==> src/rtl/max7219_chain.sv <==
// Purpose: cascade driver for NUM_DEVICES MAX7219 controllers: power-up init, per-device framebuffer, frame refresh.
// Latency: 1 + (32*NUM_DEVICES + 2)*CLK_DIV clk_in cycles per transaction; a frame is 8 back-to-back transactions.
// Backpressure: none; framebuffer writes always land, refresh requests while busy coalesce into one pending frame.
//
// Ports:
//   clk_in, reset_in (async, active high)
//   fb_we_in/fb_addr_in/fb_data_in : framebuffer write, addr = device*8 + row
//   intensity_in                   : brightness, sampled when the init intensity word is loaded
//   refresh_in                     : one-cycle frame request
//   clk_out/data_out/latch_out     : serial CLK/DIN/LOAD pins
//   busy_out, init_done_out, frame_done_out : status
module max7219_chain #(
  parameter int NUM_DEVICES  = 1,
  parameter int CLK_DIV      = 100,
  parameter int SCAN_LIMIT   = 7,
  parameter int AUTO_REFRESH = 0,
  localparam int AW = (NUM_DEVICES > 1) ? $clog2(8 * NUM_DEVICES) : 3
) (
  input  logic          clk_in,
  input  logic          reset_in,
  input  logic          fb_we_in,
  input  logic [AW-1:0] fb_addr_in,
  input  logic [7:0]    fb_data_in,
  input  logic [3:0]    intensity_in,
  input  logic          refresh_in,
  output logic          clk_out,
  output logic          data_out,
  output logic          latch_out,
  output logic          busy_out,
  output logic          init_done_out,
  output logic          frame_done_out
);

  localparam int unsigned FB_DEPTH = 8 * NUM_DEVICES;
  localparam int SW = 16 * NUM_DEVICES;
  localparam int BW = $clog2(SW);
  localparam int DW = (CLK_DIV > 1) ? $clog2(CLK_DIV) : 1;

  typedef enum logic [2:0] {IDLE, LOAD_WORD, BIT_LOW, BIT_HIGH, LATCH, GAP} state_t;

  state_t        state, state_nx;
  logic [DW-1:0] div_cnt, div_cnt_nx;
  logic [BW-1:0] bit_cnt, bit_cnt_nx;
  logic [SW-1:0] shreg, shreg_nx;
  logic [2:0]    idx, idx_nx;          // init word index 0..4 or frame row 0..7
  logic          in_frame, in_frame_nx;
  logic          pending, pending_nx;
  logic          init_done_nx, frame_done_nx;
  logic [15:0]   init_cmd;
  logic [SW-1:0] word;
  logic          div_last;

  logic [7:0] fb [FB_DEPTH];

  always_ff @(posedge clk_in or posedge reset_in) begin
    if (reset_in) begin
      for (int i = 0; i < int'(FB_DEPTH); i++) fb[i] <= 8'h00;
    end else if (fb_we_in && (32'(fb_addr_in) < FB_DEPTH)) begin
      fb[fb_addr_in] <= fb_data_in;
    end
  end

  always_comb begin
    init_cmd = 16'h0000;
    case (idx)
      3'd0:    init_cmd = 16'h0C01;
      3'd1:    init_cmd = 16'h0F00;
      3'd2:    init_cmd = 16'h0900;
      3'd3:    init_cmd = {8'h0B, 8'(SCAN_LIMIT)};
      default: init_cmd = {8'h0A, 4'h0, intensity_in};
    endcase
  end

  // Device NUM_DEVICES-1 sits in the top bits so it is shifted out first.
  always_comb begin
    word = '0;
    for (int d = 0; d < NUM_DEVICES; d++) begin
      if (in_frame)
        word[16*d +: 16] = {4'h0, {1'b0, idx} + 4'd1, fb[AW'(d * 8) + AW'(idx)]};
      else
        word[16*d +: 16] = init_cmd;
    end
  end

  assign div_last = (div_cnt == DW'(CLK_DIV - 1));

  always_comb begin
    state_nx      = state;
    div_cnt_nx    = div_cnt;
    bit_cnt_nx    = bit_cnt;
    shreg_nx      = shreg;
    idx_nx        = idx;
    in_frame_nx   = in_frame;
    pending_nx    = pending;
    init_done_nx  = init_done_out;
    frame_done_nx = 1'b0;

    if (refresh_in && (state != IDLE)) pending_nx = 1'b1;

    case (state)
      IDLE: begin
        if (!init_done_out) begin
          in_frame_nx = 1'b0;
          idx_nx      = 3'd0;
          state_nx    = LOAD_WORD;
        end else if (refresh_in || pending) begin
          in_frame_nx = 1'b1;
          idx_nx      = 3'd0;
          pending_nx  = 1'b0;
          state_nx    = LOAD_WORD;
        end
      end
      LOAD_WORD: begin
        shreg_nx   = word;
        div_cnt_nx = '0;
        bit_cnt_nx = '0;
        state_nx   = BIT_LOW;
      end
      BIT_LOW: begin
        if (div_last) begin
          div_cnt_nx = '0;
          state_nx   = BIT_HIGH;
        end else begin
          div_cnt_nx = div_cnt + 1'b1;
        end
      end
      BIT_HIGH: begin
        if (div_last) begin
          div_cnt_nx = '0;
          if (bit_cnt == BW'(SW - 1)) begin
            state_nx = LATCH;
          end else begin
            // Shift only after the high phase so DIN is stable across the rising edge.
            bit_cnt_nx = bit_cnt + 1'b1;
            shreg_nx   = {shreg[SW-2:0], 1'b0};
            state_nx   = BIT_LOW;
          end
        end else begin
          div_cnt_nx = div_cnt + 1'b1;
        end
      end
      LATCH: begin
        if (div_last) begin
          div_cnt_nx = '0;
          state_nx   = GAP;
        end else begin
          div_cnt_nx = div_cnt + 1'b1;
        end
      end
      GAP: begin
        if (div_last) begin
          div_cnt_nx = '0;
          state_nx   = LOAD_WORD;
          if (!in_frame) begin
            if (idx == 3'd4) begin
              // Post-init frame also serves any refresh seen during init.
              init_done_nx = 1'b1;
              in_frame_nx  = 1'b1;
              idx_nx       = 3'd0;
              pending_nx   = 1'b0;
            end else begin
              idx_nx = idx + 3'd1;
            end
          end else if (idx == 3'd7) begin
            frame_done_nx = 1'b1;
            idx_nx        = 3'd0;
            if (pending || refresh_in || (AUTO_REFRESH != 0))
              pending_nx = 1'b0;
            else
              state_nx = IDLE;
          end else begin
            idx_nx = idx + 3'd1;
          end
        end else begin
          div_cnt_nx = div_cnt + 1'b1;
        end
      end
      default: state_nx = IDLE;
    endcase
  end

  // Pin outputs are registered from next-state values so they line up with state and never glitch.
  always_ff @(posedge clk_in or posedge reset_in) begin
    if (reset_in) begin
      state          <= IDLE;
      div_cnt        <= '0;
      bit_cnt        <= '0;
      shreg          <= '0;
      idx            <= 3'd0;
      in_frame       <= 1'b0;
      pending        <= 1'b0;
      init_done_out  <= 1'b0;
      frame_done_out <= 1'b0;
      clk_out        <= 1'b0;
      data_out       <= 1'b0;
      latch_out      <= 1'b0;
    end else begin
      state          <= state_nx;
      div_cnt        <= div_cnt_nx;
      bit_cnt        <= bit_cnt_nx;
      shreg          <= shreg_nx;
      idx            <= idx_nx;
      in_frame       <= in_frame_nx;
      pending        <= pending_nx;
      init_done_out  <= init_done_nx;
      frame_done_out <= frame_done_nx;
      clk_out        <= (state_nx == BIT_HIGH);
      data_out       <= ((state_nx == BIT_LOW) || (state_nx == BIT_HIGH)) && shreg_nx[SW-1];
      latch_out      <= (state_nx == LATCH);
    end
  end

  assign busy_out = (state != IDLE);

endmodule
==> config.mk <==
export PLATFORM = sky130hd
export DESIGN_NAME = max7219_chain
export DESIGN_NICKNAME = d
export VERILOG_FILES = /design/src/rtl/max7219_chain.sv
export SDC_FILE = /design/constraint.sdc
export NUM_CORES = 1
export LEC_CHECK = 0
export CORE_MARGIN = 2
export CORE_UTILIZATION = 62
export CTS_BUF_LIST = sky130_fd_sc_hd__clkbuf_2
export CTS_CLUSTER_DIAMETER = 80
export DETAILED_ROUTE_END_ITERATION = 8
export PLACE_DENSITY = 0.92
export SLEW_MARGIN = 20
export SYNTH_ARGS = -nofsm -noshare
export SYNTH_HDL_FRONTEND = slang
export SYNTH_SLANG_ARGS = --single-unit
==> constraint.sdc <==
create_clock -name clk_in -period 4.1 [get_ports clk_in]
set_clock_uncertainty 0.05 [all_clocks]
set_input_delay 0.41 -clock clk_in [delete_from_list [all_inputs] [get_ports clk_in]]
set_output_delay 0.41 -clock clk_in [all_outputs]
set_load 0.01 [all_outputs]
# Word-level counts from Yosys, hierarchy flattened
# Cells that the tools add are included.
[totals] reg_bits=104 latchBits=0 mem_bits_rw=0 rom_bits=0 inputBits=19 wordCells=117 n_memories=0
[op_classes] n_addsub=4 n_mul=0 div_mod_pow=0 n_lt_le_gt_ge=3 n_eq_ne=19 n_shift=0 n_mux=52 bitwise=3 reduce_logical=15
[op_table] op="bitwise mux 64 bit" n=1
[op_table] op="two-way mux 16 bit" n=3
[op_table] op="case mux 11 bit (4 select lines)" n=1
[op_table] op="two-way mux 3 bit" n=13
[op_table] op="case mux 16 bit (2 select lines)" n=1
[op_table] op="binary-select mux 8 bit (select 3 bit)" n=1
[op_table] op="demux 8 bit (select 3 bit)" n=1
[op_table] op="two-way mux 8 bit" n=3
[op_table] op="two-way mux 1 bit" n=19
[op_table] op="equality test 3 x 2 -> 1 bit (second input constant)" n=6
[op_table] op="case mux 3 bit (6 select lines)" n=1
[op_table] op="equality test 3 bit (second input constant)" n=5
[op_table] op="case mux 7 bit (2 select lines)" n=1
[op_table] op=">= comparator 4 bit (second input constant)" n=2
[op_table] op="two-way mux 4 bit" n=2
[op_table] op="inverter 3 -> 4 bit" n=2
[op_table] op="case mux 4 bit (2 select lines)" n=1
[op_table] op="adder 7 x 1 -> 7 bit (second input constant)" n=1
[op_table] op="equality test 7 bit (second input constant)" n=1
[op_table] op="two-way mux 7 bit" n=1
[op_table] op="equality test 3 x 1 -> 1 bit (second input constant)" n=2
[op_table] op="logical NOT 3 bit" n=2
[op_table] op="inequality test 2 bit (second input constant)" n=3
[op_table] op="case mux 3 bit (2 select lines)" n=1
[op_table] op="other kinds (15)" n=22

# Logic depth before layout (Yosys ltp)
[logic_depth] ltp_word=9 ltp_mapped=9 ltp_nobuf=7

# Least setup slack after synthesis
# Ideal clock, no wire load.
[synth_path] kind="reg-to-reg" start="reg div_cnt[2]" end="reg shreg[10]" setup_ns=0.126 arrival_time_ns=1.816 required_ns=3.924 slack_ns=2.108 path_stages_with_launch=6 n_path_buf=1 period_less_slack_ns=1.992 cell_sequence="dfrtp_1 -> or4b_4 -> nor4b_4 -> nor2_2 -> buf_6 -> a221o_1"
[synth_between] elab_chain_len=3
[synth_lines] item="start, declared" line="42" rtl="logic [DW-1:0] div_cnt, div_cnt_nx;"
[synth_lines] item="start signal, assigned" line="199" rtl="div_cnt <= div_cnt_nx;"
[synth_lines] item="equality test 7 bit" line="85" rtl="assign div_last = (div_cnt == DW'(CLK_DIV - 1));"
[synth_lines] item="inequality test 2 bit (no line)"
[synth_lines] item="AND reduction 3 bit (no line)"
[synth_lines] item="end signal, assigned" line="201" rtl="shreg <= shreg_nx;"
[synth_lines] item="end, declared" line="44" rtl="logic [SW-1:0] shreg, shreg_nx;"
# No other way between the ends.
# A chain may end at the register's enable or synchronous reset.

# Final worst setup path
[layout_path] start="reg state[1]" end="out busy_out"
[layout_between] elab_chain_len=1
[layout_lines] item="start, declared" line="41" rtl="state_t state, state_nx;"
[layout_lines] item="start signal, assigned" line="198" rtl="state <= state_nx;"
[layout_lines] item="nonzero test 3 bit" line="213" rtl="assign busy_out = (state != IDLE);"
[layout_lines] item="end, declared" line="29" rtl="output logic busy_out,"
# No other way between the ends.

==> metrics.md <==
| Metric | Value |
|---|---|
| # hold bufs at CTS | `0` |
| Routed vias/inst | `6.32` |
| Die Ht | `93.7 µm` |
| # diodes | `0` |
| Max frequency | `376 MHz` |
| FF+latch count, synth | `104` |
| Count of final setup violators | `0` |
| Sw Ratio | `27.4%` |
| Cell area after layout | `0.00540 mm²` |
| Final min period | `2.66 ns` |
| Reg2reg start | `idx[1]$_DFFE_PP0P_` |
| Die width | `93.7 µm` |
| Post CTS Setup Buffer Count | `0` |
| Worst Max-Slew Pin Slew | `0.978 ns` |
| Slew Viols, Final | `0` |
| Final setup TNS | `0 ns` |
| Most frequent cells in the layout | `dfrtp_1, mux2_2, nand2_1` |
| Main combinational cell family by area after synthesis | `multiplexers` |
| Sequential power share | `62.6%` |
| Net count, final | `447` |
| Number of global-route vias before repair | `3354` |
| IO Count | `25` |
| CTS buffer count | `9` |
| Ys Warns | `0` |
| Initial antenna violation count | `0` |
| Skew-Pair Late Insertion Delay | `0.61 ns` |
| Synth unique cells | `50` |
| WHS | `0.272 ns` |
| First-pass GRT wire length | `16900 µm` |
| Crit path kind | `register to output pin` |
| Syn Std Cell Area | `0.00499 mm²` |
| Overall routed net length | `10200 µm` |
| Post-synth top flop | `dfrtp_1` |
| Synth Area in Compound Gates | `9.02%` |
| Final Hold Viols | `0` |
| Xor-xnor portion of the synthesized cell area | `0.877%` |
| Slew headroom | `34.8%` |
| Post-route ant nets | `0` |
| Port Buffers | `24` |
| Psw | `544 µW` |
| Synth area leaders | `dfrtp_1, mux2_2, mux4_2` |
| Critical path startpoint category | `register` |
| Number of synthesized flops with an enable pin | `0` |
| DP Area | `0.00528 mm²` |
| R2R Setup Slk | `1.69 ns` |
| Static leakage | `0.00227 µW` |
| Worst Path Arrival | `2.20 ns` |
| Max Cap Viol | `0` |
| Post-Synth Simple-Gate Area | `11.3%` |
| CTS tree | `done` |
| Commonest non-fill, non-tap cell in the layout | `dfrtp_1` |
| Per-cell routed wire length | `19.3 µm` |
| Crit. Startpoint | `state[1]$_DFF_PP0_` |
| Gr usage total | `25.4%` |
| Pin count of the biggest net entering global routing | `81` |
| PostCTS Resize Cnt | `0` |
| Clock-pin slew on the worst setup and hold paths | `0.32 ns` |
| Mux cell area share after synthesis | `22.0%` |
| 1st-iter DRT viols | `242` |
| Clock sink total | `104` |
| Placer Congestion | `0.860` |
| Status | `finished clean` |
| Worst Setup End Kind | `output pin` |
| Ys async rst share | `100%` |
| Die Footprint | `0.00879 mm²` |
| Rows | `32` |
| Final HPWL DP | `7000 µm` |
| Initial Util | `64.3%` |
| Clock network fraction of design power | `23.7%` |
| Drt drc | `0` |
| Fraction of layout cells with a size suffix above 1 | `26.1%` |
| Syn avg cell area | `12.4 µm²` |
| Initial DRT Pass Iterations | `5` |
| Combinational Power Share | `13.7%` |
| Yosys top cell area share | `52.1%` |
| CTS Root Cell | `clkbuf_2` |
| Core ar. | `0.00777 mm²` |
| Final period util | `64.8%` |
| Clock Tree Buf Depth | `2` |
| CTS HTree Levels | `3` |
| Area grow syn2layout | `8.10%` |
| Detailed-route via count | `3336` |
| RSZ-0062 raised after global routing | `false` |
| Finished Core Util | `69.5%` |
| Net Count, Synth | `429` |
| Total gr overflow | `0` |
| Crit path max fanout | `17` |
| Tightest Hold Check Type | `input pin to asynchronous set/reset pin` |
| Pint | `1440 µW` |
| Max VDD drop | `0.000273 V` |
| Seq/Total Area, Yosys | `52.1%` |
| PD cells | `367 mW/mm²` |
| Post-Synth Adder-Cell Area | `1.75%` |
| Gate Count Post-Synth | `403` |
| Required @ worst endpoint | `3.64 ns` |
| Synth area leader | `dfrtp_1` |
sequential cells by signal, summed over array words and instances (netlist names):
| register | cells |
|---|---|
| shreg | 16 |
| fb | 64 |
| bit_cnt | 4 |
| clk_out | 1 |
| state | 3 |
| idx | 3 |
| in_frame | 1 |
| pending | 1 |
| data_out | 1 |
| latch_out | 1 |
| init_done_out | 1 |
| div_cnt | 7 |
| frame_done_out | 1 |
worst paths after layout:
check / to / cells past startpoint
max: busy_out / 3
min: fb[27]$_DFFE_PP0P_ / 2
max reg2reg: shreg[9]$_DFFE_PP0P_ / 7
min reg2reg: shreg[13]$_DFFE_PP0P_ / 2
max in group asynchronous: fb[63]$_DFFE_PP0P_ / 3
min in group clk_in: shreg[0]$_DFFE_PP0P_ / 5
synthesized netlist by cell type, drive strengths merged (3+ instances only):
library cell / instances
xnor2: 4
nor3: 6
ha: 7
and4: 3
nand4: 4
o21ai: 17
mux2i: 3
a221o: 10
inv: 9
nand4b: 3
mux2: 65
nor2b: 4
nand3: 8
o31ai: 5
nand2: 46
nor3b: 3
a21oi: 20
buf: 5
dfrtp: 104
clkbuf: 16
a31oi: 3
nor2: 18
mux4: 15
stage by stage:
step	cells	total power (µW)	setup slack [ns]
floorplan	403	1440	0.908
global placement	512	1500	1.80
detailed placement	512	1530	1.73
CTS	528	2000	1.42
global route	528	2080	1.27
finish	528	1980	1.44
worst max-delay path: stages, from the launching register on:
cell	delay, ns
dfrtp_1	0.63
nor3_1	0.32
inv_1	0.15
clkdlybuf4s50_1	0.51
cell type report:
type	count	area (µm²)
repair buffers	28	270
fillers	578	2370
clock inverters	7	70.1
multi-input cells	269	2240
inverters	9	36.3
well taps	102	128
flip-flops and latches	104	2600
clock buffers	9	45.0
power groups by stage:
stage / Combinational (µW) / Sequential [µW] / Clock (µW)
6_report: 272 / 1240 / 470
4_1_cts: 276 / 1240 / 483
2_1_floorplan: 211 / 1230 / 0
3_3_place_gp: 256 / 1240 / 0
5_1_grt: 296 / 1260 / 531
3_5_place_dp: 276 / 1260 / 0
routing by layer:
metal	GRT usage [%]	up-vias	wire length (µm)	share of wire, %
met5	0	-	0	0
met4	5.80	0	120	1.2
met3	5.78	14	357	3.5
met2	43.2	69	5280	52
met1	33.5	1733	4430	43
li1	-	1520	-	-
kinds of logic (layout without fill, tap and decap cells):
kind of cell               after synthesis  after routing
AOI/OAI and AO/OA                       68             68
xor gates and xnor gates                 5              5
adders and majority gates                7              7
buffers and inverters                   30             53
DFF                                    104            104
muxes                                   83             83
and+or+nand+nor                        106            106
(Power assumes the default switching activity.)
